[src/rtl/sdram_arbiter.sv]
// Slot-based two-port (CPU / video) arbiter in front of an SDRAM controller; clkref rising edges frame 8-clock slots.
// Optional forced refresh slot every 64th slot when SDRAM_ARB_FORCE_REFRESH_EN is defined.
module sdram_arbiter #(
  parameter logic [2:0] DATA_PHASE = 3'd6
) (
  input  logic        clk,
  input  logic        reset,
  input  logic        clkref,
  input  logic [24:0] cpu_addr,
  input  logic [7:0]  cpu_din,
  input  logic        cpu_rd,
  input  logic        cpu_wr,
  output logic [7:0]  cpu_dout,
  output logic        cpu_ready,
  output logic        cpu_busy,
  input  logic [24:0] vid_addr,
  input  logic        vid_rd,
  output logic [7:0]  vid_dout,
  output logic        vid_ready,
  output logic [24:0] ram_addr,
  output logic [7:0]  ram_din,
  output logic        ram_oe,
  output logic        ram_we,
  input  logic [7:0]  ram_dout
);

  typedef enum logic [1:0] {
    OWN_NONE,
    OWN_CPU,
    OWN_VID
  } owner_e;

  logic        clkref_q;
  logic        synced_q, synced_d;
  logic [2:0]  phase_q, phase_d;
  owner_e      owner_q, owner_d;
  logic        cpu_pend_q, cpu_pend_d;
  logic        cpu_wr_pend_q, cpu_wr_pend_d;
  logic        vid_pend_q, vid_pend_d;
  logic        cpu_waited_q, cpu_waited_d;
  logic [24:0] ram_addr_q, ram_addr_d;
  logic [7:0]  ram_din_q, ram_din_d;
  logic        ram_oe_q, ram_oe_d;
  logic        ram_we_q, ram_we_d;
  logic [7:0]  cpu_dout_q, cpu_dout_d;
  logic [7:0]  vid_dout_q, vid_dout_d;
  logic        cpu_ready_q, cpu_ready_d;
  logic        vid_ready_q, vid_ready_d;

  logic clkref_edge;
  logic early_edge;
  logic slot_start;
  logic forced_idle;
  logic capture;
  logic vid_busy;
  logic cpu_strobe;
  logic vid_strobe;
  logic grant_cpu;
  logic grant_vid;

  assign clkref_edge = clkref & ~clkref_q;
  assign early_edge  = clkref_edge & (phase_q != 3'd7);
  // Free-running wrap only counts as a slot boundary once clkref has framed the first slot.
  assign slot_start  = clkref_edge | (synced_q & (phase_q == 3'd7));
  assign capture     = (phase_q == DATA_PHASE) & ~early_edge;

  assign cpu_strobe  = (cpu_rd | cpu_wr) & ~cpu_busy;
  assign vid_strobe  = vid_rd & ~vid_busy;
  assign grant_cpu   = slot_start & ~forced_idle & cpu_pend_q & (~vid_pend_q | cpu_waited_q);
  assign grant_vid   = slot_start & ~forced_idle & vid_pend_q & ~grant_cpu;

`ifdef SDRAM_ARB_FORCE_REFRESH_EN
  logic [5:0] slot_cnt_q, slot_cnt_d;

  assign forced_idle = (slot_cnt_q == 6'd63);

  always_comb begin
    slot_cnt_d = slot_start ? slot_cnt_q + 6'd1 : slot_cnt_q;
  end

  always_ff @(posedge clk or posedge reset) begin
    if (reset) begin
      slot_cnt_q <= '0;
    end else begin
      slot_cnt_q <= slot_cnt_d;
    end
  end
`else
  assign forced_idle = 1'b0;
`endif

  // State register.
  always_ff @(posedge clk or posedge reset) begin
    if (reset) begin
      clkref_q      <= 1'b0;
      synced_q      <= 1'b0;
      phase_q       <= '0;
      owner_q       <= OWN_NONE;
      cpu_pend_q    <= 1'b0;
      cpu_wr_pend_q <= 1'b0;
      vid_pend_q    <= 1'b0;
      cpu_waited_q  <= 1'b0;
      ram_addr_q    <= '0;
      ram_din_q     <= '0;
      ram_oe_q      <= 1'b0;
      ram_we_q      <= 1'b0;
      cpu_dout_q    <= '0;
      vid_dout_q    <= '0;
      cpu_ready_q   <= 1'b0;
      vid_ready_q   <= 1'b0;
    end else begin
      // NOTE: non-blocking so every register samples the pre-edge value of every other.
      clkref_q      <= clkref;
      synced_q      <= synced_d;
      phase_q       <= phase_d;
      owner_q       <= owner_d;
      cpu_pend_q    <= cpu_pend_d;
      cpu_wr_pend_q <= cpu_wr_pend_d;
      vid_pend_q    <= vid_pend_d;
      cpu_waited_q  <= cpu_waited_d;
      ram_addr_q    <= ram_addr_d;
      ram_din_q     <= ram_din_d;
      ram_oe_q      <= ram_oe_d;
      ram_we_q      <= ram_we_d;
      cpu_dout_q    <= cpu_dout_d;
      vid_dout_q    <= vid_dout_d;
      cpu_ready_q   <= cpu_ready_d;
      vid_ready_q   <= vid_ready_d;
    end
  end

  // Next-state logic: phase, arbitration, pending flags, data capture.
  always_comb begin
    // NOTE: every target gets a default first, so no branch can leave one unassigned and infer a latch.
    phase_d       = clkref_edge ? 3'd0 : phase_q + 3'd1;
    synced_d      = synced_q | clkref_edge;
    owner_d       = owner_q;
    cpu_pend_d    = cpu_pend_q;
    cpu_wr_pend_d = cpu_wr_pend_q;
    vid_pend_d    = vid_pend_q;
    cpu_waited_d  = cpu_waited_q;
    ram_addr_d    = ram_addr_q;
    ram_din_d     = ram_din_q;
    ram_oe_d      = ram_oe_q;
    ram_we_d      = ram_we_q;
    cpu_dout_d    = cpu_dout_q;
    vid_dout_d    = vid_dout_q;
    cpu_ready_d   = 1'b0;
    vid_ready_d   = 1'b0;

    if (grant_cpu) begin
      cpu_pend_d = 1'b0;
    end else if (cpu_strobe) begin
      cpu_pend_d    = 1'b1;
      cpu_wr_pend_d = cpu_wr;
    end

    if (grant_vid) begin
      vid_pend_d = 1'b0;
    end else if (vid_strobe) begin
      vid_pend_d = 1'b1;
    end

    if (grant_cpu) begin
      cpu_waited_d = 1'b0;
    end else if (grant_vid & cpu_pend_q) begin
      cpu_waited_d = 1'b1;
    end

    // A new slot always replaces the current owner, which also aborts an access cut short by an early clkref.
    if (slot_start) begin
      ram_oe_d = grant_vid | (grant_cpu & ~cpu_wr_pend_q);
      ram_we_d = grant_cpu & cpu_wr_pend_q;
      if (grant_cpu) begin
        owner_d    = OWN_CPU;
        ram_addr_d = cpu_addr;
        ram_din_d  = cpu_din;
      end else if (grant_vid) begin
        owner_d    = OWN_VID;
        ram_addr_d = vid_addr;
      end else begin
        owner_d = OWN_NONE;
      end
    end

    if (capture && owner_q == OWN_CPU) begin
      cpu_ready_d = 1'b1;
      if (!ram_we_q) begin
        cpu_dout_d = ram_dout;
      end
    end
    if (capture && owner_q == OWN_VID) begin
      vid_ready_d = 1'b1;
      vid_dout_d  = ram_dout;
    end
  end

  // Output logic.
  always_comb begin
    cpu_busy = cpu_pend_q | (owner_q == OWN_CPU);
    vid_busy = vid_pend_q | (owner_q == OWN_VID);
  end

  assign ram_addr  = ram_addr_q;
  assign ram_din   = ram_din_q;
  assign ram_oe    = ram_oe_q;
  assign ram_we    = ram_we_q;
  assign cpu_dout  = cpu_dout_q;
  assign vid_dout  = vid_dout_q;
  assign cpu_ready = cpu_ready_q;
  assign vid_ready = vid_ready_q;

endmodule
[config.mk]
export PLATFORM = sky130hd
export DESIGN_NAME = sdram_arbiter
export DESIGN_NICKNAME = d
export VERILOG_FILES = /design/src/rtl/sdram_arbiter.sv
export SDC_FILE = /design/constraint.sdc
export NUM_CORES = 1
export LEC_CHECK = 0
export BUFFER_PORTS_ARGS = -buffer_cell sky130_fd_sc_hd__buf_2
export CORE_ASPECT_RATIO = 1.2
export CORE_MARGIN = 2
export CORE_UTILIZATION = 25
export DETAILED_ROUTE_END_ITERATION = 6
export PLACE_DENSITY_LB_ADDON = 0.05
export SKIP_LAST_GASP = 1
export SYNTH_ARGS = -nofsm -noshare
export SYNTH_HDL_FRONTEND = slang
export SYNTH_SLANG_ARGS = --single-unit
[constraint.sdc]
create_clock -name clk -period 2.97 [get_ports clk]
set_clock_uncertainty 0.15 [all_clocks]
set_input_delay 0.594 -clock clk [delete_from_list [all_inputs] [get_ports clk]]
set_output_delay 0.594 -clock clk [all_outputs]
set_load 0.03 [all_outputs]
==> flow_summary.json, run 1 <==
{
  "status": "completed",
  "layout-drive-gt1-share_pct": 50.0,
  "hold_violations": 0,
  "drt_wl_total_um": 6460,
  "grt_util_all_layers_pct": 12.1,
  "avgSynthCellArea_um2": 12.3,
  "grt_max_degree": 51,
  "reg2reg_to": "ram_din[6]",
  "antenna_found_initial": 0,
  "syn_inst": 218,
  "rows": 41,
  "power.density_nw_per_um2": 1120,
  "die_h_um": 117,
  "cp_common_cell": "ha_1",
  "cts-buffers-inserted": 9,
  "cts_max_level": 3,
  "grt_setup_unrepaired": "false",
  "drtPass1Iterations": 4,
  "synth_nets": 293,
  "synth_seq_cells": 64,
  "max_cap_violations": 0,
  "synthSimpleGateAreaFrac_pct": 7.98,
  "yosys-top-cells-count": "dfrtp_1, nor2_1, a21oi_1, mux2i_1, mux2_2",
  "start_util_pct": 25.6,
  "layout.nets": 426,
  "synth_top_family_by_area": "multiplexers",
  "yosys.cell_count.top_type": "dfrtp_1",
  "finalSetupTns_ps": 0,
  "synthToLayoutAreaGrowth_pct": 40.5,
  "final_core_util_pct": 36.0,
  "synth_cell_type_count": 26,
  "fin_cells": 485,
  "worstMarginPinSlew_ps": 572,
  "cp.required_ps": 3030,
  "power.leakage_uw": 0.00199,
  "cts_root_buffer": "clkbuf_16",
  "synth_compound_area_share_pct": 7.98,
  "slew_headroom_pct": 61.9,
  "synth_xor_area_share_pct": 0,
  "ir_worst_vdd_mv": 0.364,
  "grt-ovfl-total": 0,
  "insertion_delay_ps": 330,
  "critPathArrivalTime_ps": 2490,
  "yosysSeqAreaShare_pct": 59.7,
  "routedWlPerCell_um": 13.3,
  "placedCellCount": 469,
  "first_global_vias": 2259,
  "min_period_ps": 2430,
  "grt_first_pass_wirelength_um": 11000,
  "synth_area_um2": 2680,
  "synth_edf_count": 0,
  "cts_tree": "done",
  "synthMuxAreaShare_pct": 20.1,
  "synth_area_leaders": "dfrtp_1, mux2_2, mux2i_1",
  "cts_buffer_depth": 2,
  "slowest_stage": "a221o_2",
  "die_x_um": 98.5,
  "drc": 0,
  "r2r_start": "phase_q[0]",
  "antenna_cells": 0,
  "synth_top_area_cell": "dfrtp_1",
  "worstHoldPathType": "in2async",
  "holdBufCountCts": 0,
  "die_area_um2": 11600,
  "end_kind": "flop",
  "yosys_warnings": 0,
  "synth_top_area_share_pct": 59.7,
  "core_area_um2": 10500,
  "ios": 126,
  "synth-adder-area-share_pct": 1.40,
  "crit_type": "reg2reg",
  "cts_resized": 0,
  "first_iter_violations": 44,
  "cts_num_sinks": 64,
  "antenna_left": 0,
  "globalplace.congestion": 0.708,
  "path_cells": "ha_1, ha_1, nand2_1, a221o_2, buf_4, mux2_2",
  "port_buffers": 125,
  "clkTransAtPathRegs_ps": 60,
  "slowest_delay_ps": 550,
  "vias": 2090,
  "finalSetupViolations": 0,
  "cp-start-kind": "flop",
  "path_max_fanout": 20,
  "ys.flop_type": "dfrtp_1",
  "rr_worst_depth": 6,
  "vias_per_cell": 4.31,
  "fin_crit_sh_pct": 81.7,
  "maxSlewViolCount": 0,
  "async_reset_ff_share_pct": 100,
  "dp_hpwl_um": 4610,
  "fmax_mhz": 412,
  "rrSetupSlack_ps": 540,
  "postCtsSetupRepairBufs": 0
}
metal layers:
metal	GRT usage, %	part of all wire, %	vias to the layer above
met2	19.0	47	84
li1	-	-	1019
met1	14.8	44	978
met3	4.41	7.8	9
met4	5.39	1.7	0
met5	0	0	-
logic make-up after synthesis:
| group | count (synthesis) |
|---|---|
| flip-flops | 64 |
| AND/OR/NAND/NOR | 48 |
| multiplexers | 50 |
| AO/OA/AOI/OAI | 39 |
| adder cells (fa/ha/maj) | 3 |
| buffers and inverters | 14 |
report_power, final:
group          leakage, uW  switching, uW  internal (uW)
Sequential        0.000758            199           1240
Clock             0.000138            405            649
Combinational      0.00110           1140            597
registers in the layout (all words and copies together), names as in the netlist, 2 cells and up:
register  cells
phase_q       3
owner_q       2
ram_din       8
cpu_dout      8
vid_dout      8
ram_addr     25
cell type report:
type | count | area, um2
repair buffers | 131 | 671
fillers | 1089 | 6700
clock buffers | 9 | 225
clock inverters | 7 | 71.3
well taps | 129 | 161
inverters | 5 | 18.8
multi-input cells | 140 | 1020
flip-flops and latches | 64 | 1600
placed cells by master, fill, tap and decap left out:
cell type	netlist	layout
ha_1	3	3
nor3_2	1	1
nand3_1	1	1
nand2b_1	3	3
mux2_2	23	23
inv_2	0	1
mux2_4	2	2
buf_2	0	125
a21oi_4	0	1
nand2_1	10	10
a221o_2	0	1
dfrtp_1	64	64
nor2_1	29	29
a21boi_0	1	1
inv_1	5	4
bufinv_16	0	1
inv_6	0	1
and2b_1	1	1
buf_4	2	6
clkinv_2	0	2
mux2i_1	25	25
o21ai_0	5	5
a21oi_1	28	27
and2_1	1	1
nor2_2	1	1
clkbuf_16	0	9
nand2b_4	1	1
o211ai_1	1	1
clkinvlp_4	0	3
a32o_1	1	1
a31oi_1	1	1
o31ai_1	1	1
worst max-delay path by stage:
stage                from     endpoint  slack [ps]  depth (start not counted)
2_1_floorplan       reset     clkref_q         630                          1
3_3_place_gp   phase_q[0]   ram_din[1]         540                          6
3_5_place_dp   phase_q[0]   ram_din[6]         510                          6
4_1_cts        phase_q[0]   ram_din[6]         500                          6
5_1_grt        phase_q[0]  ram_addr[5]         380                          7
6_report       phase_q[0]   ram_din[6]         540                          6
per-stage QoR:
| stage | setup WS (ps) | instance area, um2 | hold WS, ps | power (uW) |
|---|---|---|---|---|
| global placement | 537 | 3470 | 296 | 3220 |
| global route | 375 | 3770 | 247 | 4510 |
| floorplan | 628 | 2680 | 281 | 2690 |
| detailed placement | 506 | 3470 | 323 | 3220 |
| finish | 544 | 3770 | 204 | 4230 |
| CTS | 501 | 3770 | 218 | 4300 |
worst max-delay path, delay by kind of cell, from the launching register on:
family	cells	cell delay, ps
compound gates	1	550
simple gates	1	140
fa+ha+maj	2	410
mux	1	350
buf+inv	1	310
flops	1	400
No activity file was read; power rests on OpenSTA's default activity.
==> inputs of run 2 (changes only) <==
--- a/config.mk
+++ b/config.mk
@@ -5,6 +5,7 @@
 export SDC_FILE = /design/constraint.sdc
 export NUM_CORES = 1
 export LEC_CHECK = 0
+export ABC_AREA = 1
 export BUFFER_PORTS_ARGS = -buffer_cell sky130_fd_sc_hd__buf_2
 export CORE_ASPECT_RATIO = 1.2
 export CORE_MARGIN = 2
==> constraint.sdc (replaced) <==
create_clock -name clk -period 2 [get_ports clk]
set_clock_uncertainty 0.15 [all_clocks]
set_input_delay 0.4 -clock clk [delete_from_list [all_inputs] [get_ports clk]]
set_output_delay 0.4 -clock clk [all_outputs]
set_load 0.03 [all_outputs]
==> run 2 against run 1 <==
Non-clock buffer count increased by 5. Fmax up 33%. Count of clock-buffer cells in the layout unchanged. Die area grew 15%. Worst setup slack got worse by 370 ps. Cell area up 12%. First-iteration DRC count increased by 95%. Critical path depth grew 2. Flip-flop and latch count is the same. Critical endpoint is now ram_addr[3]. Largest cell class unchanged.
==> flow_summary.json, run 2 <==
{
  "status": "completed",
  "grt_max_degree": 46,
  "port_buffers": 125,
  "path_max_fanout": 26,
  "synth_edf_count": 0,
  "yosys-top-cells-count": "nand2_1, inv_1, dfrtp_1, nand3_1, nand4_1",
  "maxSlewViolCount": 0,
  "p_int_uw": 3700,
  "cp-start-kind": "flop",
  "vias": 2913,
  "layout-drive-gt1-share_pct": 31.9,
  "largest_reg_flops": 25,
  "fin_crit_sh_pct": 91.5,
  "die_area_um2": 13300,
  "synth_top_area_cell": "dfrtp_1",
  "placedCellCount": 667,
  "min_period_ps": 1830,
  "cts_root_buffer": "clkbuf_16",
  "core_area_um2": 12100,
  "final_area_um2": 4220,
  "ir_worst_vdd_mv": 0.596,
  "start_util_pct": 25.5,
  "fmax_mhz": 547,
  "synth_area_leaders": "dfrtp_1, nand2_1, inv_1",
  "synthSimpleGateAreaFrac_pct": 32.3,
  "synth_compound_area_share_pct": 2.14,
  "cts-buffers-inserted": 9,
  "dp_hpwl_um": 6610,
  "antenna_found_initial": 1,
  "worstMarginPinSlew_ps": 504,
  "synth_cell_type_count": 26,
  "first_global_vias": 3002,
  "insertion_delay_ps": 330,
  "synth_area_um2": 3090,
  "avgSynthCellArea_um2": 7.99,
  "synthMuxAreaShare_pct": 0,
  "synthToLayoutAreaGrowth_pct": 36.4,
  "grt_setup_unrepaired": "true",
  "grt_util_all_layers_pct": 14.6,
  "cts_max_level": 3,
  "drc": 0,
  "finalSetupViolations": 0,
  "end_kind": "flop",
  "hold_violations": 0,
  "power.switching_uw": 3110,
  "antenna_left": 0,
  "cts_buffer_depth": 2,
  "async_reset_ff_share_pct": 100,
  "first_iter_violations": 86,
  "power.share.switching_pct": 45.7,
  "combPwrFrac_pct": 44.5,
  "globalplace.congestion": 0.738,
  "grt-ovfl-total": 0,
  "die_h_um": 126,
  "yosysSeqAreaShare_pct": 51.8,
  "clkPwrFrac_pct": 22.9,
  "synth_top_family_by_area": "simple AND/OR/NAND/NOR gates",
  "fillCellCount": 1340,
  "routedWlPerCell_um": 13.5,
  "vias_per_cell": 4.25,
  "cts_num_sinks": 64,
  "synth_seq_cells": 64,
  "layout_common_cells": "nand2_1, buf_2, inv_1, dfrtp_1, nand3_1",
  "clkTransAtPathRegs_ps": 60,
  "power.leakage_uw": 0.00254,
  "max_cap_violations": 0,
  "power.density_nw_per_um2": 1620,
  "rows": 44,
  "synth_xor_area_share_pct": 0,
  "cts_tree": "done",
  "drtPass1Iterations": 4,
  "slew_headroom_pct": 66.4,
  "critPathArrivalTime_ps": 1890,
  "syn_inst": 387,
  "cp.required_ps": 2060,
  "layout_commonest_cell": "nand2_1",
  "drt_wl_total_um": 9250,
  "die_x_um": 106,
  "fin_cells": 685,
  "grt_first_pass_wirelength_um": 15200,
  "synth-adder-area-share_pct": 1.21,
  "synth_nets": 462,
  "ys.flop_type": "dfrtp_1",
  "placed_cell_area_um2": 3900,
  "ios": 126,
  "crit_type": "reg2reg",
  "yosys.cell_count.top_type": "nand2_1",
  "worstHoldPathType": "in2reg",
  "synth_top_area_share_pct": 51.8,
  "seq_power_share_pct": 32.6,
  "layout.nets": 593,
  "yosys_warnings": 0
}
-- run 2: cell types whose count changed after synthesis, sizes merged, moves of 2 or more --
cell / previous run / this run
nand2: 10 / 147
mux2: 25 / 0
o21ai: 5 / 3
a21oi: 28 / 1
nand3: 1 / 45
nand4: 0 / 26
inv: 5 / 69
nor2: 30 / 7
nand2b: 4 / 0
buf: 4 / 16
clkbuf: 5 / 0
mux2i: 25 / 0
-- run 2: what timing repair did --
action,4_1_cts,5_1_grt
setup endpoints to repair,0,6
resized for setup,0,2
hold buffers,1,0
buffers inserted,0,0
hold endpoints to repair,19,0
-- run 2: power by group through the flow --
stage	clock (uW)	sequential [uW]	combinational, uW
after floorplan	0	3170	1150
after global placement	0	2250	3070
final	1560	2220	3030
after CTS	1620	2240	3080
after detailed placement	0	2250	3080
after global routing	1680	2310	3340
-- run 2: area by class of cell --
cell class / count / area, um2 / area share, %
Tap cell: 161 / 201 / 4.78
Timing Repair Buffer: 136 / 739 / 17.5
Multi-Input combinational cell: 237 / 1100 / 26.2
Inverter: 70 / 272 / 6.44
Antenna cell: 1 / 2.50 / 0.0593
Clock inverter: 7 / 72.6 / 1.72
Clock buffer: 9 / 225 / 5.34
Sequential cell: 64 / 1600 / 38.0
-- run 2: metrics by stage --
stage                     utilization (%)  worst slack [ps]  total power, uW  hold slack (ps)  setup TNS [ps]
after floorplan                         -               343             4320              281               0
after global placement               32.2               164             5320              294               0
after detailed placement             32.2               144             5330              303               0
after CTS                            34.8               117             6940             46.2               0
after global routing                 34.8             -5.09             7330             50.8           -6.56
final                                34.8               171             6820             56.1               0
-- run 2: cells by family (layout without fill, tap and decap cells) --
logic type,Yosys count,after routing
buf+inv,86,222
simple gates,226,226
flops,64,64
fa+ha+maj,3,3
other cells,0,1
compound gates,8,8
-- run 2: critical path, cell delays in order (launching register included) --
cell	delay (ps)
dfrtp_1	390
ha_1	200
ha_1	190
nand2_1	120
nand2_2	120
o21ai_4	180
inv_6	170
nand3_1	130
nand2_1	60
-- run 2: path summary, 6_finish.rpt --
path | start | slack [ps] | endpoint | cells after the start
worst max-delay path | phase_q[0] | 170 | ram_addr[3] | 8
worst max register to register | phase_q[0] | 170 | ram_addr[3] | 8
min in group asynchronous | reset | 490 | ram_addr[20] | 3
max in group asynchronous | reset | 620 | ram_addr[12] | 4
worst min-delay path | clkref | 60 | clkref_q | 1
worst min register to register | phase_q[0] | 310 | phase_q[0] | 1
-- run 2: metal layers --
metal | track usage (%) | up-vias | routed length (um)
li1 | - | 1457 | -
met1 | 18.7 | 1355 | 4210
met2 | 23.5 | 86 | 4330
met3 | 3.05 | 15 | 500
met4 | 6.97 | 0 | 207
met5 | 0 | - | 0
==> inputs of run 3 (changes only) <==
--- a/config.mk
+++ b/config.mk
@@ -5,7 +5,6 @@
 export SDC_FILE = /design/constraint.sdc
 export NUM_CORES = 1
 export LEC_CHECK = 0
-export ABC_AREA = 1
 export BUFFER_PORTS_ARGS = -buffer_cell sky130_fd_sc_hd__buf_2
 export CORE_ASPECT_RATIO = 1.2
 export CORE_MARGIN = 2
==> run 3 against run 2 <==
Via count shrank 27%. Combinational power shrank 6%. Sequential share of layout area grew 1.4 points. Final cell count shrank 27%. Largest power group unchanged. Fmax shrank 11%. Flip-flop and latch count is the same. Global-route usage shrank 2.6 points. Critical path depth is the same. Total power shrank 4.2%. Count of clock-buffer cells in the layout grew 3. The run now ends with setup timing left. Wire length shrank 27%.
==> flow_summary.json, run 3 (synthesis gave the netlist of run 1 again) <==
{
  "status": "complete, but fails checks",
  "violations": "setup timing",
  "path_max_fanout": 6,
  "die_area_um2": 11600,
  "globalplace.congestion": 0.660,
  "routedWlPerCell_um": 13.5,
  "rrSetupSlack_ps": -50,
  "rows": 41,
  "grt_first_pass_wirelength_um": 10800,
  "reg2reg_to": "ram_din[2]",
  "min_period_ps": 2050,
  "worstHoldPathType": "in2async",
  "start_util_pct": 25.6,
  "cts_num_sinks": 64,
  "slew_headroom_pct": 68.2,
  "multi_input_area_um2": 1070,
  "largest_reg_flops": 25,
  "power.leakage_uw": 0.00210,
  "core_area_um2": 10500,
  "drc": 0,
  "fin_crit_sh_pct": 102,
  "power.density_nw_per_um2": 1610,
  "pre_cts_ws_ps": -93.3,
  "cts_root_buffer": "clkbuf_16",
  "end_kind": "flop",
  "worstMarginPinSlew_ps": 477,
  "critPathArrivalTime_ps": 2110,
  "clkTransAtPathRegs_ps": 50,
  "grt_setup_unrepaired": "true",
  "ir_worst_vdd_mv": 0.587,
  "layout-drive-gt1-share_pct": 53.5,
  "fmax_mhz": 489,
  "path_cells": "ha_2, ha_4, buf_6, nand2_4, a221o_2, buf_12, clkbuf_16, mux2_4",
  "cts_max_level": 3,
  "cts_tree": "done",
  "layout_commonest_cell": "buf_2",
  "synthToLayoutAreaGrowth_pct": 51.7,
  "vias": 2134,
  "worstSetupStartpoint": "phase_q[1]",
  "crit_path_end": "ram_din[2]",
  "ios": 126,
  "cts_buffer_depth": 2,
  "antenna_found_initial": 0,
  "port_buffers": 125,
  "vias_per_cell": 4.28,
  "maxSlewViolCount": 0,
  "grt_max_degree": 65,
  "first_iter_violations": 55,
  "r2r_start": "phase_q[1]",
  "crit_type": "reg2reg",
  "layout_common_cells": "buf_2, dfrtp_1, nor2_1",
  "cp.required_ps": 2060,
  "dp_hpwl_um": 4660,
  "layout.nets": 441,
  "setup_slack_ps": -46.9,
  "first_global_vias": 2168,
  "holdBufCountCts": 0,
  "insertion_delay_ps": 320,
  "cts-buffers-inserted": 9,
  "die_h_um": 117,
  "antenna_cells": 0,
  "die_x_um": 98.5,
  "slowest_delay_ps": 360,
  "drtPass1Iterations": 4,
  "cp-start-kind": "flop",
  "finalSetupViolations": 12,
  "max_cap_violations": 0,
  "rr_worst_depth": 8,
  "drt_wl_total_um": 6730,
  "hold_violations": 0,
  "seq_area_um2": 1600,
  "slowest_stage": "dfrtp_1",
  "antenna_left": 0,
  "grt_util_all_layers_pct": 12.0,
  "grt-ovfl-total": 0,
  "final_core_util_pct": 38.9,
  "fillCellCount": 1034
}
run 3: cell types whose count changed in the layout (fill, tap and decap cells not counted), sizes merged, moves of 8 or more:
cell / change
nand2: -137
inv: -64
nand3: -44
a21oi: +27
nand4: -26
mux2: +25
mux2i: +25
nor2: +23
buf: +8
run 3: worst min-delay path by stage:
stage,start,end,cells after the start
3_3_place_gp,phase_q[0],phase_q[0],1
2_1_floorplan,phase_q[0],phase_q[0],1
4_1_cts,reset,ram_din[7],3
6_report,reset,vid_dout[4],3
5_1_grt,reset,vid_dout[5],3
3_5_place_dp,phase_q[0],phase_q[0],1
run 3: through the flow:
step | cell area, um2 | total power, uW | instances | setup TNS [ps] | hold WS (ps)
floorplan | 2690 | 3990 | 218 | 0 | 281
global placement | 3580 | 4870 | 477 | -209 | 299
detailed placement | 3580 | 4880 | 477 | -1520 | 307
CTS | 3900 | 6490 | 493 | -308 | 24.8
global route | 4070 | 6960 | 499 | -3120 | 32.9
finish | 4070 | 6530 | 499 | -145 | 9.09
run 3: worst max-delay path, delay by kind of cell, from the launching register on:
family	cells	cell delay, ps
adder cells (fa/ha/maj)	2	330
buffers and inverters	3	420
AO/OA/AOI/OAI	1	360
AND/OR/NAND/NOR	1	40
multiplexers	1	290
flip-flops	1	360
run 3: layer usage:
| metal | GRT usage (%) | routed length (um) | vias up |
|---|---|---|---|
| met5 | 0 | 0 | - |
| met4 | 5.65 | 127 | 0 |
| met3 | 4.53 | 533 | 11 |
| met2 | 18.3 | 3200 | 83 |
| met1 | 14.9 | 2870 | 992 |
| li1 | - | - | 1048 |
run 3: cell type report:
cell class | count | area share [%]
flip-flops and latches | 64 | 39.4
multi-input cells | 140 | 26.4
repair buffers | 146 | 22.6
clock buffers | 12 | 6.06
well taps | 129 | 3.97
clock inverters | 3 | 1.05
inverters | 5 | 0.554
run 3: repair_timing:
item,in CTS,in global routing
cloned,0,2
buffers inserted,1,4
pin swaps,0,26
gates resized for setup,5,14
endpoints found under the setup margin,32,50
run 3: report_power, final:
part	internal (uW)	switching [uW]	total, uW
registers	1840	304	2150
clock network	989	535	1520
logic	1100	1760	2860
